--- src/rtl/mixer_ctrl_pkg.sv ---
// Shared types and helpers for the mixer level controller and its neighbours.
// level_t is the width of the mixer gain-table index.
package mixer_ctrl_pkg;

  typedef logic [6:0] level_t;

  localparam int MAX_LEVEL_DEF = 82;

  typedef enum logic {
    IDLE = 1'b0,
    RAMP = 1'b1
  } ctrl_state_t;

  function automatic level_t clamp_level(input level_t v, input level_t max_v);
    return (v > max_v) ? max_v : v;
  endfunction

endpackage

--- src/rtl/mixer_level_ctrl_if.sv ---
// Control-plane bundle of the mixer level controller: host handshake, panel
// buttons, mute, and the applied/target level status.
interface mixer_level_ctrl_if;

  logic                   host_req;
  mixer_ctrl_pkg::level_t host_level;
  logic                   host_ack;
  logic                   btn_up;
  logic                   btn_down;
  logic                   mute;
  mixer_ctrl_pkg::level_t level;
  mixer_ctrl_pkg::level_t target;
  logic                   ramping;
  logic                   silent;

  modport ctrl (
    input  host_req, host_level, btn_up, btn_down, mute,
    output host_ack, level, target, ramping, silent
  );

  modport host (
    output host_req, host_level, btn_up, btn_down, mute,
    input  host_ack, level, target, ramping, silent
  );

endinterface

--- src/rtl/lrclk_frame_edge.sv ---
// Brings lrclk into the clk domain and flags the start of each frame
// (falling edge = start of left word), two clocks after the lrclk edge.
module lrclk_frame_edge (
  input  logic clk,
  input  logic rst,
  input  logic lrclk,
  output logic fb
);

  logic sync_p0;
  logic sync_p1;
  logic hist_p2;

  // p0: metastability stage, p1: synchronized sample, p2: history
  always_ff @(posedge clk) begin
    if (rst) begin
      sync_p0 <= 1'b0;
      sync_p1 <= 1'b0;
      hist_p2 <= 1'b0;
    end else begin
      sync_p0 <= lrclk;
      sync_p1 <= sync_p0;
      hist_p2 <= sync_p1;
    end
  end

  assign fb = hist_p2 & ~sync_p1;

endmodule

--- src/rtl/mixer_level_ctrl.sv ---
// Arbitrates host/button level requests and ramps the mixer level one step at
// a time, only on lrclk frame boundaries, so the gain never changes mid-word.
module mixer_level_ctrl
  import mixer_ctrl_pkg::*;
#(
  parameter int MAX_LEVEL       = MAX_LEVEL_DEF,
  parameter int INIT_LEVEL      = 41,
  parameter int FRAMES_PER_STEP = 16
) (
  input  logic clk,
  input  logic rst,
  input  logic lrclk,
  mixer_level_ctrl_if.ctrl ctl
);

  localparam level_t     MAX_L    = level_t'(MAX_LEVEL);
  localparam level_t     INIT_L   = level_t'(INIT_LEVEL);
  localparam logic [7:0] CNT_LAST = 8'(FRAMES_PER_STEP - 1);

  function automatic level_t sat_inc(input level_t v);
    return (v >= MAX_L) ? MAX_L : level_t'(v + 7'd1);
  endfunction

  function automatic level_t sat_dec(input level_t v);
    return (v == '0) ? '0 : level_t'(v - 7'd1);
  endfunction

  // Only called while cur != dst, so the result never overshoots.
  function automatic level_t step_toward(input level_t cur, input level_t dst);
    return (dst > cur) ? level_t'(cur + 7'd1) : level_t'(cur - 7'd1);
  endfunction

  logic        fb;
  level_t      target_p0;
  level_t      level_p0;
  logic        host_ack_p0;
  logic        ramping_p0;
  logic        silent_p0;
  ctrl_state_t state;
  logic [7:0]  frame_cnt;

  level_t eff;
  level_t level_nxt;
  logic   host_take;

  lrclk_frame_edge u_frame_edge (
    .clk   (clk),
    .rst   (rst),
    .lrclk (lrclk),
    .fb    (fb)
  );

  always_comb begin
    host_take = ctl.host_req & ~host_ack_p0;
    eff       = ctl.mute ? '0 : target_p0;
    level_nxt = step_toward(level_p0, eff);
  end

  // Target register: host wins; buttons in the same cycle are dropped
  always_ff @(posedge clk) begin
    if (rst) begin
      target_p0   <= INIT_L;
      host_ack_p0 <= 1'b0;
    end else begin
      host_ack_p0 <= host_take;
      if (host_take)
        target_p0 <= clamp_level(ctl.host_level, MAX_L);
      else if (ctl.btn_up && !ctl.btn_down)
        target_p0 <= sat_inc(target_p0);
      else if (ctl.btn_down && !ctl.btn_up)
        target_p0 <= sat_dec(target_p0);
    end
  end

  // Ramp FSM: the frame counter survives a mid-ramp change of eff
  always_ff @(posedge clk) begin
    if (rst) begin
      state      <= IDLE;
      level_p0   <= INIT_L;
      frame_cnt  <= '0;
      ramping_p0 <= 1'b0;
      silent_p0  <= 1'b0;
    end else begin
      silent_p0 <= ctl.mute && (level_p0 == '0) && (state == IDLE);
      case (state)
        IDLE: begin
          if (level_p0 != eff) begin
            state      <= RAMP;
            ramping_p0 <= 1'b1;
            frame_cnt  <= '0;
          end
        end
        RAMP: begin
          if (level_p0 == eff) begin
            state      <= IDLE;
            ramping_p0 <= 1'b0;
          end else if (fb) begin
            if (frame_cnt == CNT_LAST) begin
              level_p0  <= level_nxt;
              frame_cnt <= '0;
              if (level_nxt == eff) begin
                state      <= IDLE;
                ramping_p0 <= 1'b0;
              end
            end else begin
              frame_cnt <= frame_cnt + 8'd1;
            end
          end
        end
        default: state <= IDLE;
      endcase
    end
  end

  assign ctl.host_ack = host_ack_p0;
  assign ctl.level    = level_p0;
  assign ctl.target   = target_p0;
  assign ctl.ramping  = ramping_p0;
  assign ctl.silent   = silent_p0;

endmodule

--- src/flat_wrapper.sv ---
// flat-port wrapper written by rule: the top's interface ports become plain ports
module mixer_level_ctrl_flat import mixer_ctrl_pkg::*;
#(
  parameter int MAX_LEVEL       = MAX_LEVEL_DEF,
  parameter int INIT_LEVEL      = 41,
  parameter int FRAMES_PER_STEP = 16
)
  (clk, rst, lrclk, ctl_host_req, ctl_host_level, ctl_btn_up, ctl_btn_down, ctl_mute, ctl_host_ack, ctl_level, ctl_target, ctl_ramping, ctl_silent);
  mixer_level_ctrl_if ctl_i ();
  input  logic clk;
  input  logic rst;
  input  logic lrclk;
  input wire logic [$bits(ctl_i.host_req)-1:0] ctl_host_req;
  input wire logic [$bits(ctl_i.host_level)-1:0] ctl_host_level;
  input wire logic [$bits(ctl_i.btn_up)-1:0] ctl_btn_up;
  input wire logic [$bits(ctl_i.btn_down)-1:0] ctl_btn_down;
  input wire logic [$bits(ctl_i.mute)-1:0] ctl_mute;
  output wire logic [$bits(ctl_i.host_ack)-1:0] ctl_host_ack;
  output wire logic [$bits(ctl_i.level)-1:0] ctl_level;
  output wire logic [$bits(ctl_i.target)-1:0] ctl_target;
  output wire logic [$bits(ctl_i.ramping)-1:0] ctl_ramping;
  output wire logic [$bits(ctl_i.silent)-1:0] ctl_silent;
  assign ctl_i.host_req = ctl_host_req;
  assign ctl_i.host_level = ctl_host_level;
  assign ctl_i.btn_up = ctl_btn_up;
  assign ctl_i.btn_down = ctl_btn_down;
  assign ctl_i.mute = ctl_mute;
  assign ctl_host_ack = ctl_i.host_ack;
  assign ctl_level = ctl_i.level;
  assign ctl_target = ctl_i.target;
  assign ctl_ramping = ctl_i.ramping;
  assign ctl_silent = ctl_i.silent;
  mixer_level_ctrl #(.MAX_LEVEL(MAX_LEVEL), .INIT_LEVEL(INIT_LEVEL), .FRAMES_PER_STEP(FRAMES_PER_STEP)) u_core (.clk(clk), .rst(rst), .lrclk(lrclk), .ctl(ctl_i));
endmodule
--- config.mk ---
export PLATFORM = sky130hd
export DESIGN_NAME = mixer_level_ctrl_flat
export DESIGN_NICKNAME = d
export VERILOG_FILES = /design/src/rtl/mixer_ctrl_pkg.sv /design/src/rtl/mixer_level_ctrl_if.sv /design/src/rtl/lrclk_frame_edge.sv /design/src/rtl/mixer_level_ctrl.sv /design/src/flat_wrapper.sv
export SDC_FILE = /design/constraint.sdc
export NUM_CORES = 1
export LEC_CHECK = 0
export ABC_AREA = 1
export ABC_CLOCK_PERIOD_IN_PS = 6400
export BUFFER_PORTS_ARGS = -buffer_cell sky130_fd_sc_hd__buf_2
export CORE_ASPECT_RATIO = 0.6
export CORE_UTILIZATION = 45
export DETAILED_ROUTE_END_ITERATION = 8
export HOLD_SLACK_MARGIN = 0.15
export PLACE_DENSITY = 0.63
export RECOVER_POWER = 25
export SLEW_MARGIN = 20
export SYNTH_ARGS = -nofsm -noshare
export SYNTH_HDL_FRONTEND = slang
export SYNTH_SLANG_ARGS = --single-unit
--- constraint.sdc ---
create_clock -name clk -period 6.4 [get_ports clk]
set_clock_uncertainty 0.15 [all_clocks]
set_input_delay 1.92 -clock clk [delete_from_list [all_inputs] [get_ports clk]]
set_output_delay 1.92 -clock clk [all_outputs]
set_load 0.05 [all_outputs]
==> results of run 1 <==
## worst max-delay path by stage
stage,depth (start not counted),endpoint
finish,16,u_core.ctl.ramping$_SDFFE_PP0P_
detailed placement,16,u_core.state$_SDFF_PP0_
global placement,19,u_core.ctl.ramping$_SDFFE_PP0P_
global route,19,u_core.ctl.ramping$_SDFFE_PP0P_
CTS,16,u_core.ctl.ramping$_SDFFE_PP0P_
floorplan,16,u_core.ctl.ramping$_SDFFE_PP0P_
## cells by family after synthesis
family / count (synthesis) / share of synthesized area, %
and+or+nand+nor: 159 / 34.5
buffers and inverters: 65 / 11.1
AOI/OAI and AO/OA: 58 / 14.4
DFF: 29 / 25.4
adders and majority gates: 19 / 10.7
xor gates and xnor gates: 10 / 3.84
## cells in the mapped netlist, types with 3 or more instances
| master | instances |
|---|---|
| a21oi_1 | 20 |
| a21oi_2 | 3 |
| a31oi_1 | 3 |
| buf_2 | 4 |
| dfxtp_1 | 29 |
| ha_1 | 18 |
| inv_1 | 51 |
| inv_2 | 8 |
| nand2_1 | 66 |
| nand2_2 | 8 |
| nand3_1 | 22 |
| nand3b_1 | 3 |
| nand4_1 | 7 |
| nor2_1 | 31 |
| nor3_1 | 6 |
| nor3_2 | 3 |
| o21ai_0 | 21 |
| o21ai_1 | 5 |
| xor2_1 | 9 |
## cell usage in the layout, fill, tap and decap left out, types with 2 or more instances in the layout
master,n
nand2_1,66
nand4_1,7
ha_1,18
a21oi_1,20
a31oi_1,3
nor2_4,2
inv_2,8
xor2_1,9
nand3b_1,3
dfxtp_1,29
nor3_1,6
o21ai_1,5
clkbuf_1,7
nor2_1,31
or2_1,2
nand3_2,2
inv_1,51
o21ai_0,21
nor3_2,3
a21oi_2,3
nand2_2,8
nand3_1,22
buf_2,23
o211ai_1,2
clkbuf_8,6
nor3b_2,2
## area by class of cell
class                           count  area (um^2)  area share [%]
Clock buffer                        6         82.6            3.18
Clock inverter                      2         37.5            1.44
Inverter                           60          230            8.85
Multi-Input combinational cell    246         1450            55.7
Sequential cell                    29          581            22.3
Tap cell                           63         78.8            3.03
Timing Repair Buffer               30          141            5.44
## registers in the layout (all words and copies together), names as in the netlist
register,flops
u_core.ctl.level,7
u_core.frame_cnt,8
u_core.u_frame_edge.hist_p2,1
u_core.ctl.target,7
u_core.ctl.ramping,1
u_core.u_frame_edge.sync_p0,1
u_core.u_frame_edge.sync_p1,1
u_core.state,1
u_core.ctl.host_ack,1
u_core.ctl.silent,1
## power groups by stage
stage	clock network [mW]	logic, mW	registers [mW]
detailed placement	0	0.171	0.205
finish	0.210	0.174	0.202
floorplan	0	0.113	0.224
CTS	0.214	0.173	0.201
global route	0.221	0.195	0.203
global placement	0	0.171	0.205
## stage by stage
step                total power [mW]  hold slack, ns  cell area [um^2]
floorplan                      0.337           0.238              2280
global placement               0.376           0.243              2490
detailed placement             0.376           0.248              2490
CTS                            0.588           0.258              2610
global route                   0.618           0.283              2600
finish                         0.585           0.253              2600
## routing by layer
layer | vias to the layer above | track usage (%) | wire [um] | part of all wire (%)
met5 | - | 0 | 0 | 0
met4 | 0 | 5.27 | 38 | 0.66
met3 | 5 | 6.53 | 502 | 8.7
met2 | 62 | 29.4 | 2150 | 37
met1 | 975 | 37.9 | 3070 | 53
li1 | 1174 | - | - | -
## critical path, stage by stage
cell and delay, ns:
buf_2 0.16, or2_2 0.30, ha_1 0.34, nand4_4 0.18
nand2_2 0.22, inv_1 0.08, fa_1 0.38, inv_1 0.13
nand2_1 0.06, nand2_1 0.11, xor2_1 0.17, nand3_1 0.09
nor2_1 0.10, nand3_1 0.07, nor2_1 0.13, a21oi_1 0.08
==> key figures, run 1 <==
Synth
  • Synth top area share: 25.4%
  • Warning count from the yosys run: 0
  • Share of async-settable or async-resettable flops after synthesis: 0%
  • Flip-flop cell with the highest count after synthesis: dfxtp_1
  • Net count after synthesis: 373
  • Dominant cells by area after synthesis: dfxtp_1, nand2_1, ha_1, inv_1, nor2_1
  • Dominant cell type by area after synthesis: dfxtp_1
  • Number of enable flip-flop cells after synthesis: 0
  • Gate count of the mapped netlist: 340
  • Sequential share of the synthesized area: 25.4%
  • Combined area of all synthesized cells: 0.00228 mm^2
  • Library cells used by synthesis: 37
  • Number of flip-flops and latches in the synthesized netlist: 29
  • Synthesized area per cell: 6.72 um^2

Clock network
  • Buffer cell driving the clock tree root: clkbuf_8
  • Total number of clock tree sinks: 29
  • H-tree depth: 2
  • Number of resized instances in the post-cts repair step: 0
  • Number of buffers added by the clock tree synthesis step: 5
  • Post-CTS setup buffer count: 0
  • Clock tree from TritonCTS: yes
  • Clock slew at the register clock pins of the worst setup and hold paths: 0.08 ns
  • Clk buf depth: 2
  • Worst-Skew Late Latency: just under 0.3 ns
  • Hold buffer count at cts: 0

Die
  • Overall die width: around 94 um
  • CORE AREA: between 0.004 and 0.005 mm^2
  • I/O pin cnt: 31
  • Die ar.: 0.00537 mm^2
  • Vertical die dimension: 57.2 um
  • Core Rows: 19
  • Starting Density: 48.3%

Timing
  • Count of final max-slew check failures: 0
  • Period utilization: between 70% and 80%
  • Worst Max-Slew Pin Slew: 0.780 ns
  • F_max: 223 MHz
  • Setup repair after global routing missed its margin: no
  • Final critical-path setup slack: 1.91 ns
  • Max transition margin: between 40% and 50%
  • Final setup violation count: 0
  • Number of hold violations in the final report: 0
  • Total negative setup slack: 0 ns
  • Minimum clock period: 4.49 ns

Placed design
  • Pre-CTS worst setup slack: between 1.5 and 2 ns
  • Total instance count after detailed placement: about 430
  • Buffers on Ports: 30
  • Half-perimeter wire length after detailed placement: 4460 um
  • Final weighted congestion in routability-driven placement: between 0.8 and 0.9

Route
  • DR DRC count: 0
  • Detailed-route via count: 2216
  • Aggregate routed wire length: ~5800 um
  • DR vias/cell: a little over 5
  • First-iteration detailed-routing DRC count: 141
  • Antenna-violating nets left: 0
  • Pre-antenna DRT Iters: 4
  • Wire per inst: 13.2 um

Critical path
  • Endpoint of the most critical register-to-register path: u_core.ctl.ramping$_SDFFE_PP0P_
  • Kind of critical path: primary input to flip-flop
  • Crit path arrival time: 4.53 ns
  • Launching instance or port of the critical path: ctl_mute
  • Biggest fanout along the worst timing path: 10
  • Kind of end point of the critical path: flip-flop
  • Worst reg2reg startpoint: u_core.ctl.target[0]$_SDFFE_PP1P_
  • Register-to-Register Setup Slack: 3.15 ns
  • R2R depth: 16
  • Startpoint class of the critical path: primary input
  • Required time worst endpoint: ~6.4 ns

Hold path
  • Min-delay worst type: flip-flop to flip-flop
  • Hold Path Stages: 2
  • Hold Startpoint: u_core.u_frame_edge.sync_p0$_SDFF_PP0_
  • WHS Endpoint: u_core.u_frame_edge.sync_p1$_SDFF_PP0_

GRT
  • Vias in the first global route: between 1500 and 2000
  • First-pass GRT wire length: 9470 um
  • Pin count of the biggest net entering global routing: 16
  • Overall routing resource usage: 23.4%
  • Total global routing overflow: 0
  • Antenna violations before repair: 0

Power
  • Worst ir drop on vdd: 141 uV
  • Internal: roughly 0.37 mW
  • Sw Ratio: 36.8%
  • Logic pwr share: 29.7%
  • Fraction of power consumed by the clock network: between 30% and 40%
  • Part of the power in registers: about a third
  • Power density over cell area: 225 mW/mm^2
  • Leak pwr: ~1.2 nW
  • Switching power of the nets: ~0.22 mW

Finish
  • Share of final-layout standard cells stronger than drive strength 1: ~17%
  • Final-stage net count: a little over 400
  • Fill cells: 473
  • Area growth, synth to finish: 13.9%
  • Final std cells w/o fill: 436
  • Count of inserted antenna diode cells: 0
  • Post-route core utilization: between 50% and 60%

Status
  • Run status: finished, final reports clean

Flow run
  • Number of maximum-capacitance violations: 0
Note: power is estimated with default switching activity, not from simulation.
==> run 2: changes to the inputs <==
- ABC_AREA: 1 -> 0
- ABC_CLOCK_PERIOD_IN_PS: 6400 -> 4600
- clock period: 6.4 -> 4.6 ns (I/O delays scaled with it)
==> key figures, run 2 <==
Status
  • Run status: finished, final reports clean

Finish
  • Sequential cell area: 581 um^2 (unchanged)
  • Count of inserted antenna diode cells: 0 (unchanged)
  • Final-stage net count: 345 (-15%)
  • Share of final-layout standard cells stronger than drive strength 1: 13.4% (-4.0 points)
  • Largest reg by FF count: u_core.frame_cnt
  • Post-route core utilization: 53.9% (-1.1 points)
  • Commonest cells after routing, fill and taps aside: dfxtp_1, buf_2, nand2_1
  • Max FFs per register: 8 (unchanged)
  • Area taken by multi-input logic gates: 0.00152 mm^2 (+4.6%)
  • Fill cells: 499 (+5.5%)
  • Area growth, synth to finish: 13.2%
  • Most common cell after layout, fill and taps aside: dfxtp_1

Clock network
  • Clock tree from TritonCTS: yes
  • Hold buffer count at cts: 0 (unchanged)
  • Number of resized instances in the post-cts repair step: 0 (unchanged)
  • Clk buf depth: 2 (unchanged)
  • H-tree depth: 2 (unchanged)
  • Clock slew at the register clock pins of the worst setup and hold paths: 0.07 ns (about the same)
  • Number of buffers added by the clock tree synthesis step: 5 (unchanged)
  • Total number of clock tree sinks: 29 (unchanged)
  • Buffer cell driving the clock tree root: clkbuf_8
  • Post-CTS setup buffer count: 0 (unchanged)
  • Worst-Skew Late Latency: 0.29 ns (about the same)

Synth
  • Gate count of the mapped netlist: 281 (-17%)
  • Synthesized area per cell: 7.89 um^2 (+18%)
  • Number of flip-flops and latches in the synthesized netlist: 29 (unchanged)
  • Net count after synthesis: 314 (-16%)
  • Synth top area share: 26.2% (+0.75 points)
  • Dominant cells by area after synthesis: dfxtp_1, ha_1, a21oi_1, nor2b_1, xnor2_1
  • Library cells used by synthesis: 52 (+41%)
  • Number of enable flip-flop cells after synthesis: 0 (unchanged)
  • Leading post-synthesis cells by instance count: dfxtp_1, nand2_1, a21oi_1, inv_1, nor2_1
  • Share of async-settable or async-resettable flops after synthesis: 0% (unchanged)
  • Most common cell in the netlist: dfxtp_1
  • Combined area of all synthesized cells: 0.00222 mm^2 (-2.8%)
  • Flip-flop cell with the highest count after synthesis: dfxtp_1
  • Dominant cell type by area after synthesis: dfxtp_1
  • Sequential share of the synthesized area: 26.2% (+0.75 points)
  • Warning count from the yosys run: 0 (unchanged)

GRT
  • First-pass GRT wire length: 9750 um (+3.0%)
  • Overall routing resource usage: 24.0% (+0.61 points)
  • Pin count of the biggest net entering global routing: 24 (+8)
  • Antenna violations before repair: 0 (unchanged)
  • Vias in the first global route: 1958 (+0.82%)
  • Total global routing overflow: 0 (unchanged)

Route
  • Antenna-violating nets left: 0 (unchanged)
  • First-iteration detailed-routing DRC count: 186 (+32%)
  • DR vias/cell: 5.65 (+11%)
  • Aggregate routed wire length: 5600 um (-2.7%)
  • Detailed-route via count: 2123 (-4.2%)
  • DR DRC count: 0 (unchanged)
  • Wire per inst: 14.9 um (+13%)
  • Pre-antenna DRT Iters: 5 (+1)

Critical path
  • Worst reg2reg startpoint: u_core.ctl.target[3]$_SDFFE_PP1P_
  • Kind of critical path: primary input to flip-flop
  • Startpoint class of the critical path: primary input
  • Endpoint of the most critical register-to-register path: u_core.ctl.ramping$_SDFFE_PP0P_
  • Kind of end point of the critical path: flip-flop
  • Crit path arrival time: 4.31 ns (-0.22 ns)
  • R2R depth: 12 (-4)
  • Biggest fanout along the worst timing path: 8 (-2)
  • Required time worst endpoint: 4.58 ns (-1.86 ns)
  • Register-to-Register Setup Slack: 0.86 ns (-2.29 ns)
  • Launching instance or port of the critical path: ctl_mute

Power
  • Switching power of the nets: 0.260 mW (+21%)
  • Power density over cell area: 289 mW/mm^2 (+29%)
  • Part of the power in registers: 39.0% (+4.6 points)
  • Worst ir drop on vdd: 161 uV (+15%)
  • Logic pwr share: 33.4% (+3.7 points)
  • Fraction of power consumed by the clock network: 27.7% (-8.2 points)
  • Internal: 0.466 mW (+26%)
  • Sw Ratio: 35.8% (-0.98 points)
  • Leak pwr: 1.01 nW (-17%)

Timing
  • Worst Max-Slew Pin Slew: 1.07 ns (+0.286 ns)
  • Minimum clock period: between 4 and 5 ns
  • Setup repair after global routing missed its margin: no
  • Final critical-path setup slack: 0.268 ns (-1.64 ns)
  • F_max: 231 MHz
  • Count of final max-slew check failures: 0 (unchanged)
  • Max transition margin: 29.0% (-19 points)
  • Final setup violation count: 0 (unchanged)
  • Number of hold violations in the final report: 0 (unchanged)
  • Period utilization: 94.2%
  • Total negative setup slack: 0 ns (unchanged)

Hold path
  • Hold Path Stages: 1 (-1)
  • Min-delay worst type: flip-flop to flip-flop
  • WHS Endpoint: u_core.u_frame_edge.sync_p1$_SDFF_PP0_
  • Hold Startpoint: u_core.u_frame_edge.sync_p0$_SDFF_PP0_

Die
  • Overall die width: 92.6 um (-1.4%)
  • CORE AREA: 0.00466 mm^2 (-1.5%)
  • I/O pin cnt: 31 (unchanged)
  • Core Rows: 19 (unchanged)
  • Die ar.: 0.00522 mm^2 (-2.8%)
  • Vertical die dimension: 56.4 um (-1.4%)
  • Starting Density: 47.6% (-0.66 points)

Placed design
  • Final weighted congestion in routability-driven placement: 0.909 (+1.3%)
  • Buffers on Ports: 30 (unchanged)
  • Half-perimeter wire length after detailed placement: 4330 um (-2.9%)
  • Pre-CTS worst setup slack: 0.0160 ns (-1.59 ns)

Flow run
  • Number of maximum-capacitance violations: 0 (unchanged)
[run 2: changes by cell type in the layout (fill, tap and decap cells not counted), moves of 7 or more]
cell	before	now
inv_2	8	1
xnor2_1	1	10
nor2b_1	0	15
nor2_1	31	20
nand2_1	66	22
nand3_1	22	11
nand2_2	8	0
inv_1	51	21
xor2_1	9	2
[run 2: how the worst max path moves through the flow]
stage	endpoint	slack, ns	depth (start not counted)
floorplan	u_core.ctl.ramping$_SDFFE_PP0P_	0.43	12
global placement	u_core.ctl.ramping$_SDFFE_PP0P_	0.09	14
detailed placement	u_core.ctl.ramping$_SDFFE_PP0P_	0.02	13
CTS	u_core.ctl.ramping$_SDFFE_PP0P_	0.33	13
global route	u_core.ctl.ramping$_SDFFE_PP0P_	0.05	13
finish	u_core.ctl.ramping$_SDFFE_PP0P_	0.27	13
[run 2: kinds of logic after synthesis]
group	share of synthesized area [%]
AND/OR/NAND/NOR	27.1
AO/OA/AOI/OAI	23.4
buffers and inverters	5.53
flip-flops	26.2
adder cells (fa/ha/maj)	11.1
XOR/XNOR	6.77
[run 2: stage by stage]
| step | total power [mW] | hold slack, ns | std cells | cell area, um^2 |
|---|---|---|---|---|
| detailed placement | 0.527 | 0.275 | 368 | 2440 |
| global placement | 0.528 | 0.268 | 368 | 2440 |
| CTS | 0.729 | 0.289 | 376 | 2520 |
| floorplan | 0.470 | 0.264 | 281 | 2220 |
| finish | 0.726 | 0.283 | 376 | 2510 |
| global route | 0.773 | 0.304 | 376 | 2510 |
[run 2: area by class of cell]
class | count | area share (%)
Clock inverter | 2 | 0.399
Tap cell | 63 | 3.14
Sequential cell | 29 | 23.1
Multi-Input combinational cell | 220 | 60.3
Clock buffer | 6 | 2.89
Inverter | 22 | 3.29
Timing Repair Buffer | 34 | 6.83
[run 2: per-layer routing]
layer	vias to the layer above	wire length, um	GRT usage, %
met5	-	0	0
li1	1071	-	-
met4	0	68	6.59
met1	978	3050	38.9
met2	65	2090	31.1
met3	9	387	4.61
[run 2: power groups by stage]
stage	clock network [mW]	registers (mW)	logic, mW
global placement	0	0.288	0.239
global route	0.221	0.285	0.267
floorplan	0	0.306	0.165
CTS	0.206	0.282	0.240
finish	0.201	0.283	0.242
detailed placement	0	0.288	0.239
[run 2: critical path, cell delays in order]
cell	delay, ns
buf_2	0.15
nor2b_1	0.19
ha_1	0.29
a21oi_1	0.14
a21oi_1	0.12
o31ai_4	0.43
ha_1	0.35
nor2b_4	0.15
o311a_4	0.32
o22ai_4	0.16
xnor3_1	0.34
nor3_2	0.23
nor3_1	0.07
==> run 3: changes to the inputs <==
- REMOVE_ABC_BUFFERS: default -> 1
==> key figures, run 3 (same netlist as run 2, synthesis figures left out) <==
Critical path
  • Endpoint of the most critical register-to-register path: u_core.ctl.ramping$_SDFFE_PP0P_
  • Startpoint class of the critical path: primary input
  • Kind of end point of the critical path: flip-flop
  • Register-to-Register Setup Slack: 0.98 ns (+0.12 ns)
  • Kind of critical path: primary input to flip-flop
  • Required time worst endpoint: 4.58 ns (about the same)
  • Crit path arrival time: 4.20 ns (-0.11 ns)
  • Worst reg2reg startpoint: u_core.ctl.target[3]$_SDFFE_PP1P_
  • Biggest fanout along the worst timing path: 8 (unchanged)
  • Launching instance or port of the critical path: ctl_mute
  • R2R depth: 13 (+1)

GRT
  • Total global routing overflow: 0 (unchanged)
  • Overall routing resource usage: 23.4% (-0.66 points)
  • Vias in the first global route: 1853 (-5.4%)
  • Antenna violations before repair: 0 (unchanged)
  • Pin count of the biggest net entering global routing: 24 (unchanged)
  • First-pass GRT wire length: 9470 um (-2.9%)

Route
  • DR DRC count: 0 (unchanged)
  • Pre-antenna DRT Iters: 4 (-1)
  • Detailed-route via count: 2089 (-1.6%)
  • Aggregate routed wire length: 5620 um (+0.43%)
  • DR vias/cell: 5.57 (-1.3%)
  • Wire per inst: 15.0 um (+0.70%)
  • First-iteration detailed-routing DRC count: 164 (-12%)
  • Antenna-violating nets left: 0 (unchanged)

Die
  • Overall die width: 92.6 um (unchanged)
  • I/O pin cnt: 31 (unchanged)
  • CORE AREA: 0.00466 mm^2 (unchanged)
  • Vertical die dimension: 56.4 um (unchanged)
  • Starting Density: 47.6% (unchanged)
  • Die ar.: 0.00522 mm^2 (unchanged)
  • Core Rows: 19 (unchanged)

Timing
  • Period utilization: 91.8% (-2.3 points)
  • Count of final max-slew check failures: 0 (unchanged)
  • Final setup violation count: 0 (unchanged)
  • Worst Max-Slew Pin Slew: 1.14 ns (+0.0704 ns)
  • Max transition margin: 24.3% (-4.7 points)
  • Final critical-path setup slack: 0.375 ns (+0.107 ns)
  • Setup repair after global routing missed its margin: no
  • Total negative setup slack: 0 ns (unchanged)
  • Number of hold violations in the final report: 0 (unchanged)
  • F_max: 237 MHz (+2.5%)
  • Minimum clock period: 4.22 ns (-0.107 ns)

Power
  • Power density over cell area: 317 mW/mm^2 (+9.5%)
  • Leak pwr: 1.01 nW (+0.69%)
  • Total power of the final layout: 0.804 mW (+11%)
  • Worst ir drop on vdd: 152 uV (-5.5%)

Placed design
  • Half-perimeter wire length after detailed placement: 4210 um (-2.6%)
  • Placed inst area: 0.00243 mm^2 (-0.31%)
  • Total instance count after detailed placement: 367 (-0.27%)
  • Pre-CTS worst setup slack: 0.123 ns (+0.107 ns)
  • Buffers on Ports: 30 (unchanged)
  • Final weighted congestion in routability-driven placement: 0.853 (-6.1%)

Hold path
  • Min-delay worst type: flip-flop to flip-flop
  • Hold Startpoint: u_core.u_frame_edge.sync_p0$_SDFF_PP0_
  • Hold Path Stages: 1 (unchanged)
  • WHS Endpoint: u_core.u_frame_edge.sync_p1$_SDFF_PP0_

Finish
  • Area growth, synth to finish: 14.4%
  • Share of final-layout standard cells stronger than drive strength 1: 13.1% (-0.28 points)
  • Final-stage net count: 344 (-0.29%)
  • Most common cell after layout, fill and taps aside: dfxtp_1
  • Cell area after layout: 0.00254 mm^2 (+1.0%)
  • Commonest cells after routing, fill and taps aside: dfxtp_1, buf_2, nand2_1
  • Final std cells w/o fill: 375 (-0.27%)
  • Count of inserted antenna diode cells: 0 (unchanged)
  • Max FFs per register: 8 (unchanged)
  • Largest reg by FF count: u_core.frame_cnt

Status
  • Run status: finished, final reports clean

Clock network
  • Number of buffers added by the clock tree synthesis step: 5 (unchanged)
  • Post-CTS setup buffer count: 0 (unchanged)
  • Total number of clock tree sinks: 29 (unchanged)
  • Hold buffer count at cts: 0 (unchanged)
  • Worst-Skew Late Latency: 0.29 ns (about the same)
  • Clk buf depth: 2 (unchanged)
  • Number of resized instances in the post-cts repair step: 0 (unchanged)
  • Buffer cell driving the clock tree root: clkbuf_8
  • Clock tree from TritonCTS: yes
  • H-tree depth: 2 (unchanged)
  • Clock slew at the register clock pins of the worst setup and hold paths: 0.07 ns (about the same)

Flow run
  • Number of maximum-capacitance violations: 0 (unchanged)
-- run 3: final cells by class --
type	count	area (um^2)
clock buffer	7	86.3
timing repair buffer	33	164
inverter	22	82.6
multi-input combinational	220	1520
tap	63	78.8
fill	471	2120
sequential	29	581
clock inverter	1	30.0
-- run 3: how the worst max path moves through the flow --
stage	to	cells after the start
CTS	u_core.ctl.ramping$_SDFFE_PP0P_	14
global route	u_core.ctl.ramping$_SDFFE_PP0P_	14
floorplan	u_core.state$_SDFF_PP0_	12
global placement	u_core.ctl.ramping$_SDFFE_PP0P_	14
finish	u_core.ctl.ramping$_SDFFE_PP0P_	14
detailed placement	u_core.ctl.ramping$_SDFFE_PP0P_	14
-- run 3: through the flow --
stage	hold WS [ns]	utilization [%]
floorplan	0.264	-
global placement	0.271	52.1
detailed placement	0.288	52.1
CTS	0.290	54.6
global route	0.318	54.5
finish	0.284	54.5
-- run 3: metal layers --
| layer | up-vias | global-route usage, % | part of all wire (%) |
|---|---|---|---|
| met4 | 0 | 5.93 | 1.0 |
| met5 | - | 0 | 0 |
| li1 | 1065 | - | - |
| met1 | 965 | 35.9 | 54 |
| met2 | 50 | 32.1 | 40 |
| met3 | 9 | 5.69 | 5.2 |
-- run 3: report_power, final --
group | switching, mW | total, mW | internal [mW]
logic | 0.141 | 0.240 | 0.0995
clock network | 0.105 | 0.281 | 0.177
registers | 0.0202 | 0.282 | 0.262
-- run 3: critical path, cell delays in order --
cell and delay (ns):
buf_2 0.14, nor2b_1 0.22, ha_1 0.29, nand4_1 0.15, a21oi_1 0.09, o31ai_4 0.31
inv_2 0.10, fa_1 0.45, nor2b_4 0.14, o311a_4 0.18, o22ai_4 0.08, xnor3_1 0.35
nor3_2 0.23, nor3_1 0.08
